===== config.mk =====
export PLATFORM = sky130hd
export DESIGN_NAME = mem_port_arbiter
export DESIGN_NICKNAME = d
export VERILOG_FILES = /design/src/rtl/mem_port_arbiter.sv
export SDC_FILE = /design/constraint.sdc
export NUM_CORES = 1
export LEC_CHECK = 0
export CAP_MARGIN = 20
export CORE_UTILIZATION = 31
export DETAILED_ROUTE_END_ITERATION = 10
export PLACE_DENSITY_LB_ADDON = 0.08
export SYNTH_ARGS = -nofsm -noshare
export SYNTH_HDL_FRONTEND = slang
export SYNTH_SLANG_ARGS = --single-unit

===== constraint.sdc =====
create_clock -name clk -period 3 [get_ports clk]
set_input_delay 0.6 -clock clk [delete_from_list [all_inputs] [get_ports clk]]
set_output_delay 0.6 -clock clk [all_outputs]
set_load 0.05 [all_outputs]

===== src/rtl/mem_port_arbiter.sv =====
// mem_port_arbiter: shares one fixed-latency single-port memory between the
// instruction-fetch (IF) and data-memory (DM) requesters. DM has priority;
// a starvation counter forces an IF grant after STARVE_LIMIT consecutive DM
// grants made while IF was waiting.
//
// state | meaning
// ------+------------------------------------------------------------
// IDLE  | no transaction in flight, arbitration happens here
// ISSUE | mem_en strobe, latched address/we/wdata on the memory port
// WAIT  | down-counting the remaining memory latency
// DONE  | one-cycle ready pulse to the granted requester
module mem_port_arbiter #(
  parameter int ADDR_W       = 32,
  parameter int DATA_W       = 32,
  parameter int LATENCY      = 2,
  parameter int STARVE_LIMIT = 4
) (
  input  logic              clk,
  input  logic              rst,
  input  logic              if_req,
  input  logic [ADDR_W-1:0] if_addr,
  output logic [DATA_W-1:0] if_rdata,
  output logic              if_ready,
  input  logic              dm_req,
  input  logic              dm_we,
  input  logic [ADDR_W-1:0] dm_addr,
  input  logic [DATA_W-1:0] dm_wdata,
  output logic [DATA_W-1:0] dm_rdata,
  output logic              dm_ready,
  output logic              mem_en,
  output logic              mem_we,
  output logic [ADDR_W-1:0] mem_addr,
  output logic [DATA_W-1:0] mem_wdata,
  input  logic [DATA_W-1:0] mem_rdata,
  output logic              busy,
  output logic              grant_dm
);

  typedef enum logic [1:0] {
    S_IDLE  = 2'd0,
    S_ISSUE = 2'd1,
    S_WAIT  = 2'd2,
    S_DONE  = 2'd3
  } state_t;

  // WAIT lasts LATENCY-1 cycles; zero means ISSUE goes straight to DONE.
  localparam logic [3:0] LAT_LOAD = 4'(LATENCY - 1);
  localparam logic [3:0] LIMIT    = 4'(STARVE_LIMIT);

  state_t     state;
  state_t     state_nxt;
  logic [3:0] lat_cnt;
  logic [3:0] starve_cnt;
  logic       grant_now;
  logic       win_dm;

  // Arbitration: DM wins unless IF is waiting and has hit the starvation limit.
  always_comb begin
    grant_now = 1'b0;
    win_dm    = 1'b0;
    if (state == S_IDLE && (if_req || dm_req)) begin
      grant_now = 1'b1;
      win_dm    = dm_req && !(if_req && starve_cnt == LIMIT);
    end
  end

  // State register.
  always_ff @(posedge clk) begin
    if (rst) state <= S_IDLE;
    else     state <= state_nxt;
  end

  // Next-state and decoded outputs.
  always_comb begin
    state_nxt = state;
    mem_en    = 1'b0;
    busy      = 1'b1;
    if_ready  = 1'b0;
    dm_ready  = 1'b0;
    if_rdata  = '0;
    dm_rdata  = '0;
    unique case (state)
      S_IDLE: begin
        busy = 1'b0;
        if (grant_now) state_nxt = S_ISSUE;
      end
      S_ISSUE: begin
        mem_en    = 1'b1;
        state_nxt = (LAT_LOAD == 4'd0) ? S_DONE : S_WAIT;
      end
      S_WAIT: begin
        if (lat_cnt == 4'd1) state_nxt = S_DONE;
      end
      S_DONE: begin
        state_nxt = S_IDLE;
        if (grant_dm) begin
          dm_ready = 1'b1;
          dm_rdata = mem_rdata;
        end else begin
          if_ready = 1'b1;
          if_rdata = mem_rdata;
        end
      end
      default: state_nxt = S_IDLE;
    endcase
  end

  // Latch the winner's request at the grant edge; hold it until the next grant.
  always_ff @(posedge clk) begin
    if (rst) begin
      grant_dm  <= 1'b0;
      mem_we    <= 1'b0;
      mem_addr  <= '0;
      mem_wdata <= '0;
    end else if (grant_now) begin
      grant_dm  <= win_dm;
      mem_we    <= win_dm && dm_we;
      mem_addr  <= win_dm ? dm_addr : if_addr;
      mem_wdata <= win_dm ? dm_wdata : '0;
    end
  end

  // Latency down-counter: loaded in ISSUE, terminal count ends WAIT.
  always_ff @(posedge clk) begin
    if (rst)                  lat_cnt <= 4'd0;
    else if (state == S_ISSUE) lat_cnt <= LAT_LOAD;
    else if (state == S_WAIT)  lat_cnt <= lat_cnt - 4'd1;
  end

  // Starvation count: consecutive DM grants taken while IF was waiting.
  always_ff @(posedge clk) begin
    if (rst) begin
      starve_cnt <= 4'd0;
    end else if (grant_now) begin
      if (win_dm && if_req) begin
        if (starve_cnt < LIMIT) starve_cnt <= starve_cnt + 4'd1;
      end else begin
        starve_cnt <= 4'd0;
      end
    end
  end

endmodule


# --- Word level (Yosys, flattened, before mapping) ---
# Index checks and enable logic that the tools add are counted.
classes:
  div: 0
  bitwise_logic: 0
  add_sub_neg: 2
  eq_ne: 8
  n_mux: 21
  reduce_logical: 12
  multipliers: 0
  n_lt_le_gt_ge: 1
  shift: 0
op_table:
  columns: ["operator", "count"]
  rows:
  - ["two-way mux 32 bit", 6]
  - ["two-way mux 1 bit", 10]
  - ["two-way mux 4 bit", 2]
  - ["one-hot mux 2 bit (4 select lines)", 1]
  - ["logical AND 1 bit", 5]
  - ["adder 4 x 1 -> 4 bit, second input constant", 1]
  - ["== test 2 bit, second input constant", 2]
  - ["== test 4 x 1 -> 1 bit, second input constant", 1]
  - ["== test 4 x 3 -> 1 bit, second input constant", 1]
  - ["< comparator 4 x 3 -> 1 bit, second input constant", 1]
  - ["two-way mux 2 bit", 2]
  - ["inequality test 2 bit, second input constant", 2]
  - ["AND reduction 2 bit", 2]
  - ["subtractor 4 x 1 -> 4 bit, second input constant", 1]
  - ["== test 2 x 1 -> 1 bit, second input constant", 1]
  - ["logical NOT 2 bit", 1]
  - ["inequality test 2 x 1 -> 1 bit, second input constant", 1]
  - ["nonzero test 2 bit", 1]
  - ["OR reduction 2 bit", 1]
  - ["logical NOT 1 bit", 1]
  - ["logical OR 1 bit", 1]
word_totals:
  wordCells: 52
  in_bits: 133
  latch_bits: 0
  ram_bits: 0
  register_bits: 76
  n_memories: 0
  mem_bits_ro: 0

# --- Longest topological paths before layout ---
logic_depth:
  depth_word: 8
  depth_mapped: 8

# --- Worst setup path after synthesis ---
# No wires, ideal clock.
synth_path:
  path_type: "reg2out"
  from: "register state[0]"
  to: "output if_rdata[10]"
  slack_ns: 0.442
  arrival_time_ns: 1.958
  path_stages_with_launch: 5
  cell_sequence: "dfxtp_1 ha_1 nor2b_1 clkbuf_1 and2_1"
synth_between:
  elab_chain_cells: 2
synth_lines:
  columns: ["item", "line", "text"]
  rows:
  - ["from (decl)", "50", "state_t state;"]
  - ["from (signal assigned)", "70", "else state <= state_nxt;"]
  - ["== test 2 bit", "82", "unique case (state)"]
  - ["two-way mux 32 bit", "82", null]
  - ["to (decl)", "22", "output logic [DATA_W-1:0] if_rdata,"]
# No other way between the ends.

# --- Worst setup path in the final report ---
layout_path:
  from: "register state[0]"
  to: "output busy"
layout_between:
  elab_chain_cells: 2
layout_lines:
  columns: ["item", "line", "text"]
  rows:
  - ["logical NOT 2 bit", "82", null]
  - ["two-way mux 1 bit", "82", null]
  - ["to (decl)", "35", "output logic busy,"]
# No other way between the ends.

==> out/results.txt <==
Routed WL: 12100 µm
most frequent cell after synthesis: dfxtp_1
mapped cell area: 3560 µm²
Pre-antenna DRT Iters: 5
Synth Flop Type: dfxtp_1
Resized cells post-CTS: 0
nature of the critical path endpoint: output port
Clk Latency, worst-skew pair: 0.33 ns
Worst Hold Path EP: mem_addr[3]
gpl congestion: 0.799
Buffers on Ports: 266
clock skew: 0.00608 ns
cell row count: 38
leakage: 0.00286 µW
Die W: 109 µm
status: finished clean
root buf cell: clkbuf_16
first-pass GRT wire length: 18200 µm
antenna violations before repair: 0
Num CTS Buffers: 9
register area: 1520 µm²
Power Density: 791 nW/µm²
CTS hold repair buffers: 0
period utilization: 0.892
Synth async-reset ratio: 0
proportion of layout cells with a drive suffix above 1: 0.147
synthesized flop and latch total: 76
Via density: 4.83
Post-Synth Adder-Cell Area: 0.0281
io pins: 267
R2R Setup Slk: 1.00 ns
Chip Height: 109 µm
count of cell types in the netlist: 32
sequential area share after synthesis: 0.427
core box area: 11000 µm²
GRT Resource Usage Total: 0.199
Max Fclk: 0.374 GHz
Area Overhead vs Synth: 93.6%
HPWL reported at the end of detailed placement: 9330 µm
Post-Synth XOR/XNOR Area: 0.00492
Worst Reg-to-Reg Cells: 7
simple-gate share of the synthesized area: 0.221
NumNets Final: 792
Synth Area in Compound Gates: 0.170
area leader, netlist: dfxtp_1
hold_sp: mem_addr[3]
diode count: 0
Remaining Overflow, GRT: 0
DIE AREA: 11900 µm²
vias in the first global route: 3803
DRC errors left: 0
main combinational cell family by area after synthesis: simple AND/OR/NAND/NOR gates
Layout fillers: 910
clock-pin slew on the worst setup and hold paths: 0.06 ns
syn_nets: 541
Hold Path Class: reg2reg
final hold vios: 0
DR WL/cell: 15.3 µm
Required @ worst endpoint: 2.40 ns
largest net degree at the start of global routing: 57
synthesized area per cell: 8.91 µm²
hold path cells: 2
Initial Util: 0.323
Peak VDD IR: 559 µV
Worst Path Max Fanout: 6
final setup violating endpoints: 0
r2r startpoint: state[0]
CP Launch Type: flop
multiplexer share of the synthesized area: 0.0927
final slew viol count: 0
largest cells by area after synthesis: dfxtp_1 (43%), mux2i_1 (9.3%), nor2_1 (7.8%)
post-route setup TNS: 0 ns
Synth top area share: 0.427
CTS tree: done
Slew @ Worst Pin: 0.557 ns
via count: 3842
antenna-violating nets left: 0
sink count of the clock tree: 76
Worst slew margin: 0.628
multi-input logic area: 1850 µm²
Final Power: 5450 µW
Min Clock Period, post-route: 2.67 ns
# H-tree levels: 3
clock buffer depth: 2
Mapped Cells: 400
setup bufs post-CTS: 0
Post-synth EDFFs: 0
Syn. warnings: 0
most instantiated cells after synthesis: dfxtp_1 (76), nor2_1 (74), a22oi_1 (34), and2_1 (34)
Detailed Route Iter0 Violations: 163
arrival time worst endpoint: 2.07 ns
RSZ-0062 raised after global routing: false
Worst R2R End: mem_addr[12]
crit path kind: reg2out
Max-Cap Viols: 0
==> layer usage <==
metal  up-vias  track usage  share of wire
li1       1917            -              -
met1      1740        0.187           0.35
met2       166        0.386           0.53
met3        19       0.0675          0.089
met4         0       0.0848          0.025
met5         -            0              0
==> worst max-delay path, stage by stage (launching register included) <==
cell and delay, ns:
dfxtp_1 0.40, inv_1 0.08, ha_1 0.28, inv_1 0.15, clkdlybuf4s50_1 0.83
==> layout make-up <==
cell class	count	share of cell area
timing repair buffer	275	0.435
multi-input combinational	279	0.268
sequential	76	0.221
clock buffer	9	0.0327
tap	140	0.0254
clock inverter	6	0.0127
inverter	10	0.00544
==> placed cells by master, fill, tap and decap left out, types with 2 or more instances in the layout <==
master	synthesis	layout
nand2_1	4	4
buf_12	0	35
clkbuf_16	0	9
buf_4	1	40
o21ai_0	2	2
dfxtp_1	76	76
inv_6	0	2
nand4_1	3	3
inv_1	10	10
nor2_1	74	73
clkinv_2	0	2
clkdlybuf4s50_1	0	199
bufinv_16	0	2
nor2b_1	3	3
a22oi_1	34	34
a21oi_1	3	3
ha_1	8	8
and3_1	32	32
mux2i_1	33	33
a211oi_1	33	33
and2_1	34	34
nor3_1	4	4
==> sequential cells by signal (all words and copies together), names as in the netlist <==
signal,cells
grant_dm,1
lat_cnt,4
mem_addr,32
mem_wdata,32
mem_we,1
starve_cnt,4
state,2
==> how the worst max path moves through the flow <==
| stage | start | slack (ns) | endpoint |
|---|---|---|---|
| 6_report | state[0] | 0.33 | busy |
| 5_1_grt | state[0] | 0.24 | busy |
| 4_1_cts | state[0] | 0.33 | busy |
| 3_5_place_dp | if_req | 0.55 | mem_addr[29] |
| 3_3_place_gp | if_req | 0.62 | mem_addr[21] |
| 2_1_floorplan | state[0] | 0.44 | if_rdata[10] |
==> stage by stage <==
stage	util	hold slack (ns)	instance area, µm²	worst slack (ns)	cells
3_5_place_dp	0.597	0.491	6580	0.546	780
3_3_place_gp	0.597	0.481	6580	0.619	780
6_report	0.625	0.495	6900	0.325	795
4_1_cts	0.625	0.498	6900	0.328	795
2_1_floorplan	-	0.467	3560	0.442	400
5_1_grt	0.625	0.522	6900	0.236	795
==> kinds of logic (layout without fill, tap and decap cells) <==
| kind of cell | after synthesis | in the layout |
|---|---|---|
| AOI/OAI and AO/OA | 79 | 79 |
| xor gates and xnor gates | 2 | 2 |
| adders and majority gates | 8 | 8 |
| buffers and inverters | 45 | 300 |
| DFF | 76 | 76 |
| muxes | 33 | 33 |
| and+or+nand+nor | 157 | 157 |
==> where the power goes <==
part | switching, µW | internal (µW) | leakage (µW)
combinational | 1810 | 1090 | 0.00208
sequential | 143 | 1260 | 0.000626
clock | 418 | 726 | 0.000156
total | 2370 | 3080 | 0.00286
No activity file was read; power rests on OpenSTA's default activity.
